[src/rtl/mcore_pkg.sv]
// Shared definitions for the multi-cycle core: opcodes, special sub-ops, FSM states
// and instruction field extraction helpers.
package mcore_pkg;

    typedef enum logic [2:0] {
        OP_ADD = 3'd0,
        OP_SUB = 3'd1,
        OP_AND = 3'd2,
        OP_XOR = 3'd3,
        OP_LD  = 3'd4,
        OP_ST  = 3'd5,
        OP_BZ  = 3'd6,
        OP_SPC = 3'd7
    } op_e;

    localparam logic [2:0] SPC_HALT = 3'd0;
    localparam logic [2:0] SPC_INC  = 3'd1;
    localparam logic [2:0] SPC_DEC  = 3'd2;

    typedef enum logic [2:0] {
        S_IDLE,
        S_FETCH,
        S_DECODE,
        S_EXEC,
        S_MEM,
        S_HALTED
    } state_e;

    // Helpers take the instruction zero-extended to 32 bits so one definition serves any RW
    localparam int IR_MAX_W = 32;

    function automatic op_e fieldOp(input logic [IR_MAX_W-1:0] ir, input int rw);
        return op_e'(ir[2*rw +: 3]);
    endfunction

    function automatic logic [IR_MAX_W-1:0] fieldRd(input logic [IR_MAX_W-1:0] ir, input int rw);
        return (ir >> rw) & ((IR_MAX_W'(1) << rw) - IR_MAX_W'(1));
    endfunction

    function automatic logic [IR_MAX_W-1:0] fieldRs(input logic [IR_MAX_W-1:0] ir, input int rw);
        return ir & ((IR_MAX_W'(1) << rw) - IR_MAX_W'(1));
    endfunction

endpackage

[src/rtl/mcore_regfile.sv]
// Register file for the multi-cycle core: two asynchronous read ports, one synchronous
// write port, all registers cleared by synchronous reset.
module mcore_regfile
    import mcore_pkg::*;
#(
    parameter int DW = 8,
    parameter int NREG = 8,
    localparam int RW = $clog2(NREG)
) (
    input  logic          clk_i,
    input  logic          reset_i,
    input  logic [RW-1:0] raddrA_i,
    input  logic [RW-1:0] raddrB_i,
    output logic [DW-1:0] rdataA_o,
    output logic [DW-1:0] rdataB_o,
    input  logic          we_i,
    input  logic [RW-1:0] waddr_i,
    input  logic [DW-1:0] wdata_i
);

    logic [DW-1:0] regs_q [NREG];

    always_ff @(posedge clk_i) begin
        if (reset_i) begin
            for (int i = 0; i < NREG; i++) begin
                regs_q[i] <= '0;
            end
        end else if (we_i) begin
            regs_q[waddr_i] <= wdata_i;
        end
    end

    assign rdataA_o = regs_q[raddrA_i];
    assign rdataB_o = regs_q[raddrB_i];

endmodule

[src/rtl/multicycle_core.sv]
// Multi-cycle core: FETCH/DECODE/EXEC(/MEM) FSM with inline ALU and next-PC logic.
// Optional performance counters are enabled by defining MCORE_PERF_CNT_EN.
module multicycle_core
    import mcore_pkg::*;
#(
    parameter int DW = 8,
    parameter int NREG = 8,
    parameter int PCW = 8,
    localparam int RW = $clog2(NREG),
    localparam int IW = 3 + 2 * RW
) (
    input  logic           clk_i,
    input  logic           reset_i,
    input  logic           start_i,
    output logic [PCW-1:0] imem_addr_o,
    input  logic [IW-1:0]  imem_data_i,
    output logic           dmem_req_o,
    output logic           dmem_we_o,
    output logic [DW-1:0]  dmem_addr_o,
    output logic [DW-1:0]  dmem_wdata_o,
    input  logic [DW-1:0]  dmem_rdata_i,
    input  logic           dmem_ack_i,
    output logic           busy_o,
    output logic           halt_o
`ifdef MCORE_PERF_CNT_EN
    ,
    output logic [31:0]    cycle_cnt_o,
    output logic [31:0]    retired_cnt_o
`endif
);

    state_e         state_q, state_d;
    logic [PCW-1:0] pc_q, pc_d;
    logic [IW-1:0]  ir_q, ir_d;

    logic [IR_MAX_W-1:0] irWide;
    op_e                 op;
    logic [RW-1:0]       rdIdx, rsIdx;
    logic [DW-1:0]       rdVal, rsVal;
    logic                regWe;
    logic [DW-1:0]       regWdata;

    assign irWide = IR_MAX_W'(ir_q);
    assign op     = fieldOp(irWide, RW);
    assign rdIdx  = RW'(fieldRd(irWide, RW));
    assign rsIdx  = RW'(fieldRs(irWide, RW));

    mcore_regfile #(.DW(DW), .NREG(NREG)) u_regfile (
        .clk_i    (clk_i),
        .reset_i  (reset_i),
        .raddrA_i (rdIdx),
        .raddrB_i (rsIdx),
        .rdataA_o (rdVal),
        .rdataB_o (rsVal),
        .we_i     (regWe),
        .waddr_i  (rdIdx),
        .wdata_i  (regWdata)
    );

    always_ff @(posedge clk_i) begin
        if (reset_i) begin
            state_q <= S_IDLE;
            pc_q    <= '0;
            ir_q    <= '0;
        end else begin
            state_q <= state_d;
            pc_q    <= pc_d;
            ir_q    <= ir_d;
        end
    end

    always_comb begin
        state_d  = state_q;
        pc_d     = pc_q;
        ir_d     = ir_q;
        regWe    = 1'b0;
        regWdata = '0;
        case (state_q)
            S_IDLE, S_HALTED: begin
                if (start_i) begin
                    state_d = S_FETCH;
                    pc_d    = '0;
                end
            end
            S_FETCH: state_d = S_DECODE;
            S_DECODE: begin
                ir_d    = imem_data_i;
                state_d = S_EXEC;
            end
            S_EXEC: begin
                state_d = S_FETCH;
                pc_d    = pc_q + PCW'(1);
                case (op)
                    OP_ADD: begin regWe = 1'b1; regWdata = rdVal + rsVal; end
                    OP_SUB: begin regWe = 1'b1; regWdata = rdVal - rsVal; end
                    OP_AND: begin regWe = 1'b1; regWdata = rdVal & rsVal; end
                    OP_XOR: begin regWe = 1'b1; regWdata = rdVal ^ rsVal; end
                    // Memory ops hold the PC until the access completes
                    OP_LD, OP_ST: begin
                        state_d = S_MEM;
                        pc_d    = pc_q;
                    end
                    OP_BZ: begin
                        if (rdVal == '0) begin
                            pc_d = pc_q + PCW'(signed'(rsIdx));
                        end
                    end
                    default: begin
                        case (rsIdx)
                            RW'(SPC_HALT): state_d = S_HALTED;
                            RW'(SPC_INC): begin regWe = 1'b1; regWdata = rdVal + DW'(1); end
                            RW'(SPC_DEC): begin regWe = 1'b1; regWdata = rdVal - DW'(1); end
                            default: ;
                        endcase
                    end
                endcase
            end
            S_MEM: begin
                if (dmem_ack_i) begin
                    state_d = S_FETCH;
                    pc_d    = pc_q + PCW'(1);
                    if (op == OP_LD) begin
                        regWe    = 1'b1;
                        regWdata = dmem_rdata_i;
                    end
                end
            end
            default: state_d = S_IDLE;
        endcase
    end

    assign imem_addr_o  = pc_q;
    assign dmem_req_o   = (state_q == S_MEM);
    assign dmem_we_o    = dmem_req_o && (op == OP_ST);
    assign dmem_addr_o  = dmem_req_o ? rsVal : '0;
    assign dmem_wdata_o = dmem_req_o ? rdVal : '0;
    assign busy_o       = (state_q == S_FETCH) || (state_q == S_DECODE) ||
                          (state_q == S_EXEC) || (state_q == S_MEM);
    assign halt_o       = (state_q == S_HALTED);

`ifdef MCORE_PERF_CNT_EN
    logic [31:0] cycleCnt_q, retiredCnt_q;
    logic        retire, startAccept;

    // An instruction retires at the end of EXEC, or at its ACK for memory ops
    assign retire      = ((state_q == S_EXEC) && (op != OP_LD) && (op != OP_ST)) ||
                         ((state_q == S_MEM) && dmem_ack_i);
    assign startAccept = start_i && ((state_q == S_IDLE) || (state_q == S_HALTED));

    always_ff @(posedge clk_i) begin
        if (reset_i || startAccept) begin
            cycleCnt_q   <= '0;
            retiredCnt_q <= '0;
        end else begin
            if (busy_o && (cycleCnt_q != '1)) begin
                cycleCnt_q <= cycleCnt_q + 32'd1;
            end
            if (retire && (retiredCnt_q != '1)) begin
                retiredCnt_q <= retiredCnt_q + 32'd1;
            end
        end
    end

    assign cycle_cnt_o   = cycleCnt_q;
    assign retired_cnt_o = retiredCnt_q;
`endif

endmodule

[config.mk]
export PLATFORM = sky130hd
export DESIGN_NAME = multicycle_core
export DESIGN_NICKNAME = d
export VERILOG_FILES = /design/src/rtl/mcore_pkg.sv /design/src/rtl/mcore_regfile.sv /design/src/rtl/multicycle_core.sv
export SDC_FILE = /design/constraint.sdc
export NUM_CORES = 1
export LEC_CHECK = 0
export ABC_CLOCK_PERIOD_IN_PS = 5800
export CAP_MARGIN = 5
export CORE_MARGIN = 5
export CORE_UTILIZATION = 55
export CTS_BUF_LIST = sky130_fd_sc_hd__clkbuf_2 sky130_fd_sc_hd__clkbuf_4 sky130_fd_sc_hd__clkbuf_8
export CTS_CLUSTER_SIZE = 25
export DETAILED_ROUTE_END_ITERATION = 7
export HOLD_SLACK_MARGIN = 0.08
export PLACE_DENSITY = 0.78
export SYNTH_ARGS = -nofsm -noshare
export SYNTH_HDL_FRONTEND = slang
export SYNTH_SLANG_ARGS = --single-unit
[constraint.sdc]
create_clock -name clk_i -period 5.8 [get_ports clk_i]
set_input_delay 0.58 -clock clk_i [delete_from_list [all_inputs] [get_ports clk_i]]
set_output_delay 0.58 -clock clk_i [all_outputs]
set_load 0.02 [all_outputs]
==> results by group <==
Timing
  – Setup violations, final: 0
  – Hold Slack: approximately 560 ps
  – Fin. max-slew vios: 0
  – Crit share post-route: ~80%
  – Worst-margin pin slew: 1120 ps
  – RSZ-0062 raised after global routing: false
  – Setup TNS: 0 ps
  – Max Freq: around 220 MHz
  – Min Tclk post-route: roughly 4600 ps
  – Fin Clk Skew: 13.3 ps
  – Hold Violations, Final: 0
  – Worst slew margin: about a quarter

Synth
  – Post-synth EDFFs: 64
  – Post-Syn Area: about 0.0065 mm2
  – Post-synth ARST share: 0%
  – Cell taking the most area after synthesis: edfxtp_1
  – Top-area cell type share of the netlist area: between 20 and 30%
  – Count leader, synth: nor2_1
  – Commonest cells post-synth: nor2_1, edfxtp_1, ha_1, nand2_1, dfxtp_1
  – Post-Syn Instances: around 600
  – Count of cell types in the netlist: 75
  – Avg Synthesized Cell Area: roughly 11 um2
  – Seq/Total Area, Yosys: between 30% and 40%
  – Area contributors post-synth: edfxtp_1, mux4_2, dfxtp_1
  – Mapped Nets: roughly 660
  – Synth warnings: 0
  – Main synth FF type: edfxtp_1
  – Synth Register Bits: 90

Worst setup path
  – Slowest CP cell: dfxtp_1
  – Top delay family on crit path: compound AO/OA/AOI/OAI gates
  – Critical path buffers and inverters: 0
  – Crit Path Class: register to register
  – FF-to-FF End: u_regfile.regs_q[3][4]
  – Critical path's largest stage delay: around 850 ps
  – Crit-path max FO: 18
  – WP depth: 12
  – Reg2reg setup slack: between 1000 and 1500 ps
  – Critical path arrival: roughly 4700 ps
  – Most common cell on crit path: o21ai_0
  – Crit-path cells: mux4_2, mux2i_1, ha_1, nand2_1, o21ai_0, fa_1, nor2b_1, o21ai_0, a21boi_0, o31ai_1, a32oi_1, nor2_1
  – R2r worst-path depth: 12
  – Crit path capture: u_regfile.regs_q[3][4]
  – Crit start category: register
  – Critical path endpoint category: register
  – CP required: ~5900 ps

Run status
  – Status: finished, final reports clean

Routing
  – # DRC: 0
  – Vias per std cell: around 6.4
  – Vias: ~5100
  – DR WL/cell: around 21 um
  – DR iter-0 viols: approximately 470
  – WL final: approximately 17000 um
  – Antenna Violating Nets Remaining: 0
  – Drt pass-1 iters: 5

Placed design
  – DP Area: roughly 0.0070 mm2
  – Dpl hpwl: approximately 13000 um
  – Port bufs: between 40 and 50
  – Final GP Congestion: between 0.9 and 1

Cells and area
  – Share of layout cells above drive strength 1: between 10% and 20%
  – Fin area: ~0.007 mm2
  – Final Net Count: approximately 700
  – Area occupied by multi-input gates: between 0.003 and 0.004 mm2
  – Synthesis-to-layout area growth: 10.8%
  – Ant diodes: 0
  – Reg area: 0.00244 mm2
  – # fillers: about 900

Clocking
  – Clock Path Buffers: 2
  – Clock latency on the worst-skew pair: between 300 and 400 ps
  – H-tree depth: 3
  – Clock root buffer: clkbuf_8
  – # clock sinks: 90
  – Worst-path clk slew: about 100 ps
  – Cts bufs inserted: 9
  – Post-CTS Setup Inserts: 0
  – Post-CTS Hold Buffers: 0
  – CTS tree: done
  – Resize count post-CTS: 0

Pwr
  – Sw frac: 33.9%
  – Int Power: 0.00109 W
  – P_sw: 0.000560 W
  – Register share of total power: a little under half
  – Clk pwr share: about a quarter
  – Combinational power share: ~29%
  – Leakage: roughly 2.5 nW
  – VDD IR max: 0.000183 V
  – PwrDens: around 230 mW/mm2

Min path
  – Hold Crit Class: register to register

Global routing
  – Gr usage total: 23.9%
  – First-pass GRT wire length: roughly 27000 um
  – GRT overflow: 0
  – Initial antenna violation count: 0
  – Largest net degree at the start of global routing: 31
  – Vias in the first global route: 5149

Die
  – Die footprint: approximately 0.014 mm2
  – Die W: about 120 um
  – Core region area: approximately 0.011 mm2
  – Die height: ~120 um
  – Row count: 39
  – I/O pin cnt: between 40 and 50
  – Starting Density: 56.3%

Flow run
  – Max Cap Viol: 0
==> tightest hold or removal path, delay by kind of cell (launching register included) <==
kind             cells  cell delay (ps)
and+or+nand+nor      1               60
DFF                  1              340
muxes                1              120
==> per-stage QoR <==
step | cells | util (%) | power (W) | worst slack [ps]
2_1_floorplan | 608 | - | 0.00112 | 2150
3_3_place_gp | 776 | 60.8 | 0.00123 | 1420
3_5_place_dp | 776 | 60.8 | 0.00125 | 1220
4_1_cts | 792 | 62.4 | 0.00165 | 1210
5_1_grt | 792 | 62.4 | 0.00173 | 854
6_report | 792 | 62.4 | 0.00165 | 1160
==> final cells by class <==
class | instances | share of cell area [%]
sequential | 90 | 34.1
clock inverter | 7 | 0.805
multi-input combinational | 468 | 52.4
inverter | 21 | 1.10
clock buffer | 9 | 1.73
timing repair buffer | 54 | 7.35
tap | 143 | 2.50
==> cell families (layout without fill, tap and decap cells) <==
family	Yosys count	after routing	share of synthesized area (%)
flip-flops	90	90	37.8
AND/OR/NAND/NOR	244	244	18.9
adder cells (fa/ha/maj)	33	33	6.75
AO/OA/AOI/OAI	101	101	10.9
XOR/XNOR	28	28	3.80
buffers and inverters	50	91	4.15
multiplexers	62	62	17.7
==> state kept, by name, summed over array words and instances, names as in the netlist, named ones only <==
register and cells:
u_regfile.regs_q 64, ir_q 9, imem_addr_o 8, state_q 3
==> power groups by stage <==
stage | clock network (W) | registers [W] | logic, W
after floorplan | 0 | 0.000753 | 0.000372
after global placement | 0 | 0.000774 | 0.000453
after detailed placement | 0 | 0.000777 | 0.000470
after CTS | 0.000415 | 0.000763 | 0.000473
after global routing | 0.000445 | 0.000769 | 0.000521
final | 0.000410 | 0.000763 | 0.000478
==> layout by cell type (no fill, tap or decap), types with 8 or more instances in the layout <==
master,instances
mux4_1,10
dfxtp_1,26
nand2b_1,12
clkdlybuf4s50_1,48
inv_1,19
nand3_1,12
xor2_1,10
edfxtp_1,64
nor3_1,9
xnor2_1,18
nor2b_1,23
a21oi_1,18
o221ai_1,8
clkbuf_8,9
nor2_1,117
mux2i_1,19
ha_1,30
nand2_1,27
o21ai_0,23
mux4_2,24
==> how the worst min path moves through the flow <==
stage,startpoint,end,slack [ps],depth (start not counted)
floorplan,ir_q[3],register,520,2
global placement,imem_addr_o[7],imem_addr_o[7],540,2
detailed placement,ir_q[3],register,550,2
CTS,ir_q[3],ir_q[3],570,2
global route,ir_q[3],register,610,2
finish,ir_q[3],register,560,2
==> routing by layer <==
layer	up-vias	GRT usage, %	share of wire (%)
met2	242	41.1	50
met3	48	4.73	6.6
met5	-	0	0
met4	0	8.46	2.8
li1	2334	-	-
met1	2473	29.9	41
No activity file was read; power rests on OpenSTA's default activity.
